--- src/rtl/mem_bridge.sv ---
// rtl/mem_bridge.sv - byte-bus to 16-bit async SRAM bridge with one-word read buffer
module mem_bridge #(
  parameter int ADR_MSB     = 15,
  parameter int WAIT_STATES = 2,
  parameter int WS_W        = 3
) (
  input  logic               clk,
  input  logic               rst,
  input  logic               m_cs,
  input  logic               m_we,
  input  logic [ADR_MSB:0]   m_addr,
  input  logic [7:0]         m_odata,
  output logic [7:0]         m_idata,
  output logic               m_wait,
  input  logic               inv,
  output logic [ADR_MSB-1:0] x_addr,
  output logic [15:0]        x_wdata,
  input  logic [15:0]        x_rdata,
  output logic [1:0]         x_be,
  output logic               x_oe,
  output logic               x_we
);

  localparam int WS_EFF = (WAIT_STATES == 0) ? 1 : WAIT_STATES;
  localparam logic [WS_W-1:0] CNT_LOAD = WS_W'(WS_EFF - 1);
  localparam logic [WS_W-1:0] CNT_ONE  = WS_W'(1);

  typedef enum logic [1:0] {IDLE, RD, WR, WACK} state_t;

  state_t             state, state_nxt;
  logic               buf_valid;
  logic [ADR_MSB-1:0] buf_tag;
  logic [15:0]        buf_data;
  logic [WS_W-1:0]    cnt;
  logic               hit;
  logic               start_rd, start_wr;
  logic               cnt_done;

  assign hit      = buf_valid && (buf_tag == m_addr[ADR_MSB:1]);
  assign cnt_done = (cnt == '0);
  assign m_idata  = m_addr[0] ? buf_data[15:8] : buf_data[7:0];
  assign m_wait   = m_cs && !((!m_we && hit && state == IDLE) || state == WACK);

  always_ff @(posedge clk or negedge rst) begin
    if (!rst) state <= IDLE;
    else      state <= state_nxt;
  end

  always_comb begin
    state_nxt = state;
    start_rd  = 1'b0;
    start_wr  = 1'b0;
    case (state)
      IDLE: begin
        if (m_cs && m_we) begin
          start_wr  = 1'b1;
          state_nxt = WR;
        end else if (m_cs && !hit) begin
          start_rd  = 1'b1;
          state_nxt = RD;
        end
      end
      RD:      if (cnt_done) state_nxt = IDLE;
      WR:      if (cnt_done) state_nxt = WACK;
      WACK:    state_nxt = IDLE;
      default: state_nxt = IDLE;
    endcase
  end

  always_ff @(posedge clk or negedge rst) begin
    if (!rst) begin
      buf_valid <= 1'b0;
      buf_tag   <= '0;
      buf_data  <= '0;
      cnt       <= '0;
      x_oe      <= 1'b0;
      x_we      <= 1'b0;
      x_be      <= 2'b00;
      x_addr    <= '0;
      x_wdata   <= '0;
    end else begin
      if (start_rd) begin
        x_addr <= m_addr[ADR_MSB:1];
        x_oe   <= 1'b1;
        x_be   <= 2'b11;
        cnt    <= CNT_LOAD;
      end else if (start_wr) begin
        x_addr  <= m_addr[ADR_MSB:1];
        x_wdata <= {m_odata, m_odata};
        x_be    <= m_addr[0] ? 2'b10 : 2'b01;
        x_we    <= 1'b1;
        cnt     <= CNT_LOAD;
      end else if (state == RD || state == WR) begin
        if (!cnt_done) begin
          cnt <= cnt - CNT_ONE;
        end else begin
          x_oe <= 1'b0;
          x_we <= 1'b0;
          x_be <= 2'b00;
          if (state == RD) begin
            buf_data  <= x_rdata;
            buf_tag   <= x_addr;
            buf_valid <= 1'b1;
          end else if (buf_valid && buf_tag == x_addr) begin
            // keep the buffered word coherent with the write-through
            if (x_be[0]) buf_data[7:0]  <= x_wdata[7:0];
            if (x_be[1]) buf_data[15:8] <= x_wdata[15:8];
          end
        end
      end
      if (inv) buf_valid <= 1'b0;
    end
  end

endmodule

--- config.mk ---
export PLATFORM = sky130hd
export DESIGN_NAME = mem_bridge
export DESIGN_NICKNAME = d
export VERILOG_FILES = /design/src/rtl/mem_bridge.sv
export SDC_FILE = /design/constraint.sdc
export NUM_CORES = 1
export LEC_CHECK = 0
export BUFFER_PORTS_ARGS = -buffer_cell sky130_fd_sc_hd__clkbuf_2
export CORE_MARGIN = 10
export CORE_UTILIZATION = 47
export DETAILED_ROUTE_END_ITERATION = 8
export MAX_ROUTING_LAYER = met4
export PLACE_DENSITY_LB_ADDON = 0.1
export SLEW_MARGIN = 0
export SYNTH_ARGS = -nofsm -noshare
export SYNTH_HDL_FRONTEND = slang
export SYNTH_SLANG_ARGS = --single-unit
--- constraint.sdc ---
create_clock -name clk -period 2.43 [get_ports clk]
set_clock_uncertainty 0.15 [all_clocks]
set_input_delay 0.486 -clock clk [delete_from_list [all_inputs] [get_ports clk]]
set_output_delay 0.486 -clock clk [all_outputs]
set_load 0.01 [all_outputs]
==> results of run 1 <==
kinds of logic (layout without fill, tap and decap cells):
logic type / Yosys count / after routing
multiplexers: 57 / 57
AND/OR/NAND/NOR: 55 / 55
AO/OA/AOI/OAI: 37 / 37
flip-flops: 64 / 64
buffers and inverters: 41 / 148
XOR/XNOR: 31 / 31
adder cells (fa/ha/maj): 6 / 6
what timing repair did:
item	CTS	global route
gates resized for setup	1	9
endpoints found under the setup margin	1	16
gates cloned	0	1
hold endpoints to repair	14	0
setup buffers	4	5
hold buffers	1	0
pin swaps	3	8
power by group through the flow:
stage / clock, W / combinational, W / sequential (W)
after global placement: 0 / 0.00233 / 0.00200
after detailed placement: 0 / 0.00236 / 0.00202
final: 0.000926 / 0.00248 / 0.00200
after CTS: 0.000942 / 0.00241 / 0.00200
after global routing: 0.00100 / 0.00276 / 0.00208
after floorplan: 0 / 0.00162 / 0.00204
how the worst max path moves through the flow:
stage | slack, ns | endpoint | cells past startpoint
2_1_floorplan | 0.07 | buf_tag[0] | 7
3_3_place_gp | 0.02 | buf_tag[12] | 8
3_5_place_dp | -0.05 | buf_tag[14] | 8
4_1_cts | 0.006 | m_wait | 6
5_1_grt | -0.07 | m_wait | 6
6_report | 0.04 | m_wait | 6
area by class of cell:
class                           count  share of cell area
Tap cell                           96             0.02858
Multi-Input combinational cell    186              0.3686
Clock inverter                      3            0.009527
Sequential cell                    64              0.3811
Inverter                           22             0.01965
Clock buffer                       13             0.03781
Timing Repair Buffer              110              0.1548
metal layers:
metal	vias to the layer above	routed length (µm)
met5	-	0
met4	0	81
met3	11	354
met2	62	3582
met1	1202	3666
li1	1182	-
critical path, delay by kind of cell (launching register included):
family          cells  cell delay, ns
xor+xnor            1            0.16
flops               1            0.43
compound gates      1            0.04
buf+inv             2            0.31
simple gates        2            0.48
sequential cells by signal (all words and copies together), names as in the netlist:
name / flops
buf_tag: 15
x_be: 2
state: 2
buf_valid: 1
x_we: 1
x_addr: 15
x_oe: 1
cnt: 3
x_wdata: 8
buf_data: 16
cells in the mapped netlist:
library cell | n | area, µm²
dfrtp_1 | 64 | 1602
xnor2_1 | 31 | 271.5
mux2_2 | 30 | 337.8
a21oi_1 | 24 | 120.1
inv_1 | 22 | 82.58
mux2i_1 | 17 | 170.2
nand2_1 | 12 | 45.04
nor2_1 | 11 | 41.29
nor2b_1 | 11 | 68.82
buf_4 | 10 | 75.07
mux2_4 | 10 | 150.1
o21ai_0 | 10 | 50.05
nand4_1 | 7 | 43.79
clkbuf_1 | 6 | 22.52
ha_1 | 6 | 75.07
nor3_1 | 4 | 20.02
nand3_1 | 3 | 15.01
buf_1 | 2 | 7.510
nand2b_1 | 2 | 12.51
or3_1 | 2 | 12.51
a211oi_1 | 1 | 7.510
a41oi_1 | 1 | 8.760
buf_6 | 1 | 11.26
nor2_2 | 1 | 6.260
nor3b_4 | 1 | 18.77
nor4_4 | 1 | 21.27
o21ba_2 | 1 | 10.01
stage by stage:
stage               worst slack (ns)  hold slack (ns)  setup TNS, ns  power (W)
CTS                         0.005967           0.2242              0   0.005354
finish                       0.04041           0.2335              0   0.005408
floorplan                    0.06741          0.04041              0   0.003662
global route                -0.06886           0.2190        -0.5882   0.005842
global placement             0.02283           0.2905              0   0.004329
detailed placement          -0.05469           0.2843        -0.4410   0.004382
==> impl_metrics.ini, run 1 <==
[power]
p_comb_frac = 0.459
p_sw_frac = 0.3715
p_int_w = 0.003399
vdd_drop_max_uv = 605.7
p_seq_frac = 0.369
switchingPower_w = 0.002009
clkPwrFrac = 0.171
leakage_nw = 2.091
p_per_area_nw_per_um2 = 1287

[timing]
setup_viol = 0
timing.final.hold_violations = 0
slew_viol_final = 0
grt_setup_unrepaired = yes
worst_slew_pin_slew_ns = 0.3948
fin_crit_sh = 0.9834
slew-limit-headroom = 0.7368
fmax_mhz = 418.5
fin_crit_ns = 2.390

[critical_path]
cp-end-kind = output port
critPathMaxStageDelay_ns = 0.43
cp_slowest_cell = dfrtp_1
crit_fanout = 3
reg2reg_slack_ns = 0.06
crit_path_start_kind = register
r2r-start = buf_tag[0]
r2r_end = buf_tag[9]
criticalPathCategory = register to output port
r2r_cells = 8
startpoint = buf_tag[0]
crit_chain = xnor2_2, nand4_1, nor4_4, buf_4, a21oi_2, buf_2
required_ns = 1.79
arrival_ns = 1.75

[outcome]
status = finished, final reports clean

[die]
die_area_um2 = 10790
fp.dieW_um = 103.9
rows = 30
start_util = 0.4841
chipHeight_um = 103.9
io_pins = 89
coreArea_um2 = 6832

[cts]
numCtsBuffers = 9
clockRootBuffer = clkbuf_8
cts.sinks = 64
worstSkewPairLatency_ns = 0.33
path_clk_slew_ns = 0.07
ctsHtreeMaxLevel = 3
tritoncts = yes
cts_buffer_depth = 2

[routing]
vias = 2457
dr.pass1.iters = 4
first_iter_violations = 61
finalWirelength_mm = 7.684
drc = 0
via_per_inst = 4.974
ant_nets = 0
wire_per_inst_um = 15.55

[min_path]
hold_path_end = x_wdata[10]
worstHoldPathType = input pin to register
worstHoldPathCells = 2
hold_start = m_odata[2]

[placed_design]
io_buffers = 88
dp_hpwl_mm = 5.753
placed_area_um2 = 3859
place_inst = 467
place_congestion = 0.7787

[finish]
register_area_um2 = 1602
final_common_cell = clkbuf_2
postLayoutCellArea_um2 = 4203
final_core_util = 0.6152
fill_cells = 630
multi_input_comb_area_um2 = 1549
diodes = 0
syn2layout_area_growth_pct = 27.09
instances_no_fill = 494
drive_gt1_frac = 0.4271
mostFrequentLayoutCells = clkbuf_2 (86), dfrtp_1 (64), xnor2_1 (29), mux2_2 (25), a21oi_1 (23)
final_nets = 444

[run]
maxCapViolations = 0

[logic_synthesis]
yosysUniqueCellTypes = 27
synth_top_family_by_area = multiplexers
yosys.area_share.simple = 0.09232
synth_fp_nets = 342
synth_warnings = 0
synth_xor_area_frac = 0.08210
synthCells = 291
ys_seq_elements = 64
synthAdderAreaFrac = 0.02270
muxShareOfSynthArea = 0.1990
synth_area_per_cell_um2 = 11.36
synth_area_um2 = 3307
ys_seq_area_frac = 0.4843
synth_compound_area_frac = 0.05940

[global_route]
grt_pass1_vias = 2603
antenna_found_initial = 0
grt_max_degree = 29
gr-usage-met1 = 0.1849
top_usage_layer = met2
grt_overflow = 0
track_usage = 0.1462
grt_pass1_wl_mm = 12.82
grtUsageMet2 = 0.2230
use_met3 = 0.04585
Note: power is estimated with default switching activity, not from simulation.
==> run 2: changes to the inputs <==
--- a/config.mk
+++ b/config.mk
@@ -5,10 +5,11 @@
 export SDC_FILE = /design/constraint.sdc
 export NUM_CORES = 1
 export LEC_CHECK = 0
-export BUFFER_PORTS_ARGS = -buffer_cell sky130_fd_sc_hd__clkbuf_2
 export CORE_MARGIN = 10
-export CORE_UTILIZATION = 47
+export CORE_UTILIZATION = 55
+export CTS_BUF_LIST = sky130_fd_sc_hd__clkbuf_4 sky130_fd_sc_hd__clkbuf_8 sky130_fd_sc_hd__clkbuf_16
 export DETAILED_ROUTE_END_ITERATION = 8
+export DONT_BUFFER_PORTS = 1
 export MAX_ROUTING_LAYER = met4
 export PLACE_DENSITY_LB_ADDON = 0.1
 export SLEW_MARGIN = 0
==> run 2 against run 1 <==
- design area is 13% lower
- final cell count is 23% lower
- first-iteration DRC count is 6.6% lower
- flip-flop and latch count stayed put
==> impl_metrics.ini, run 2 (same netlist as run 1, synthesis figures left out) <==
[outcome]
status = finished, final reports clean

[timing]
fin_crit_ns = 2.336
slew-limit-headroom = 0.5983
tns_ns = 0
fmax_mhz = 428.0
worst_slack_ns = 0.09369
grt_setup_unrepaired = yes
whs_ns = 0.1153
timing.final.hold_violations = 0
setup_viol = 0
worst_slew_pin_slew_ns = 0.6008
fin_crit_sh = 0.9614
slew_viol_final = 0

[critical_path]
critPathMaxStageDelay_ns = 0.42
reg2reg_slack_ns = 0.14
critPathBufInv = 1
arrival_ns = 1.70
required_ns = 1.79
crit_fanout = 3
cp-end-kind = output port
crit_path_start_kind = register
crit_family = simple AND/OR/NAND/NOR gates
r2r_end = buf_tag[12]
cp_slowest_cell = dfrtp_1
crit_chain = xnor2_1, nand4_1, nor4_4, buf_4, a21oi_4
r2r_cells = 7
criticalPathCategory = register to output port
r2r-start = buf_tag[2]

[finish]
final_common_cell = dfrtp_1
top_register = buf_data
top_regs = buf_data x16, buf_tag x15, x_addr x15
largest_register_ffs = 16
final_core_util = 0.6216
drive_gt1_frac = 0.2541
diodes = 0
final_nets = 349
mostFrequentLayoutCells = dfrtp_1 (63), xnor2_1 (30), mux2_2 (30), a21oi_1 (23), inv_1 (22)
syn2layout_area_growth_pct = 10.63

[cts]
cts.sinks = 64
clockRootBuffer = clkbuf_8
worstSkewPairLatency_ns = 0.34
cts_buffer_depth = 2
path_clk_slew_ns = 0.07
numCtsBuffers = 9
tritoncts = yes
ctsHtreeMaxLevel = 3

[die]
io_pins = 89
start_util = 0.5619
rows = 28
coreArea_um2 = 5886
fp.dieW_um = 97.54
chipHeight_um = 97.54
die_area_um2 = 9514

[power]
p_per_area_nw_per_um2 = 1361
leakage_nw = 1.676
power_w = 0.004979
vdd_drop_max_uv = 656.1

[routing]
met3_length_um = 382
vias = 2037
ant_nets = 0
finalWirelength_mm = 6.895
drc = 0
dr_wl_met2_mm = 3.272
top_layer = met4
dr.pass1.iters = 4
wl_met1_mm = 3.139
via_per_inst = 5.389
wire_per_inst_um = 18.24
first_iter_violations = 57

[min_path]
worstHoldPathCells = 1
hold_path_end = x_be[0]
hold_start = m_addr[0]
worstHoldPathType = input pin to register

[global_route]
antenna_found_initial = 0
grt_max_degree = 65
grt_pass1_vias = 2168
grt_overflow = 0
track_usage = 0.1523
grt_pass1_wl_mm = 11.47

[run]
maxCapViolations = 0

[placed_design]
dp_hpwl_mm = 5.036
dp_worst_setup_slack_ns = 0.03370
place_congestion = 0.7761
io_buffers = 0
run 2: changes by cell type in the layout (fill, tap and decap cells not counted), moves of 2 or more:
cell      delta
clkbuf_1     -2
buf_2        -2
clkbuf_2    -86
buf_4        -6
mux2_4       -5
mux2_2       +5
clkbuf_4     +2
run 2: through the flow:
step           instance area, µm²  cells
4_1_cts                      3635    377
3_5_place_dp                 3357    355
3_3_place_gp                 3357    355
2_1_floorplan                3307    291
6_report                     3659    378
5_1_grt                      3659    378
run 2: how the worst max path moves through the flow:
stage / slack (ns) / start / endpoint / cells after the start
3_3_place_gp: 0.11 / m_addr[9] / buf_tag[13] / 7
4_1_cts: 0.03 / buf_tag[3] / m_wait / 5
5_1_grt: -0.007 / buf_tag[10] / m_wait / 5
2_1_floorplan: 0.07 / m_addr[9] / buf_tag[0] / 7
3_5_place_dp: 0.03 / m_addr[9] / buf_tag[12] / 7
6_report: 0.09 / buf_tag[2] / m_wait / 5
run 2: power breakdown:
| group | leakage [nW] | internal, W | switching [W] |
|---|---|---|---|
| Clock | 0.110 | 0.000550 | 0.000402 |
| Sequential | 0.783 | 0.00156 | 0.000626 |
| Combinational | 0.782 | 0.00101 | 0.000836 |
run 2: layout make-up:
cell class,count,area [µm²]
inverter,22,82.58
sequential,64,1603
clock buffer,13,166.4
tap,75,93.84
fill,478,2227
clock inverter,3,40.04
multi-input combinational,186,1525
timing repair buffer,15,147.6
run 2: repair_timing:
| item | in CTS | in global routing |
|---|---|---|
| hold buffers | 2 | 0 |
| setup buffers | 4 | 1 |
| resized for setup | 1 | 3 |
| pin swaps | 2 | 3 |
| gates cloned | 0 | 0 |
| endpoints found under the hold margin | 64 | 0 |
| endpoints found under the setup margin | 1 | 8 |
run 2: routing by layer:
layer | track usage | up-vias
li1 | - | 994
met1 | 0.1849 | 990
met2 | 0.2289 | 43
met3 | 0.05121 | 10
met4 | 0.05817 | 0
met5 | - | -
run 2: worst reg2reg max path, stage by stage (launching register included):
cell     delay (ns)
dfrtp_1        0.42
xnor2_1        0.14
nand4_1        0.18
nor4_4         0.36
nor2_2         0.13
nor3b_4        0.24
buf_12         0.20
mux2_2         0.35
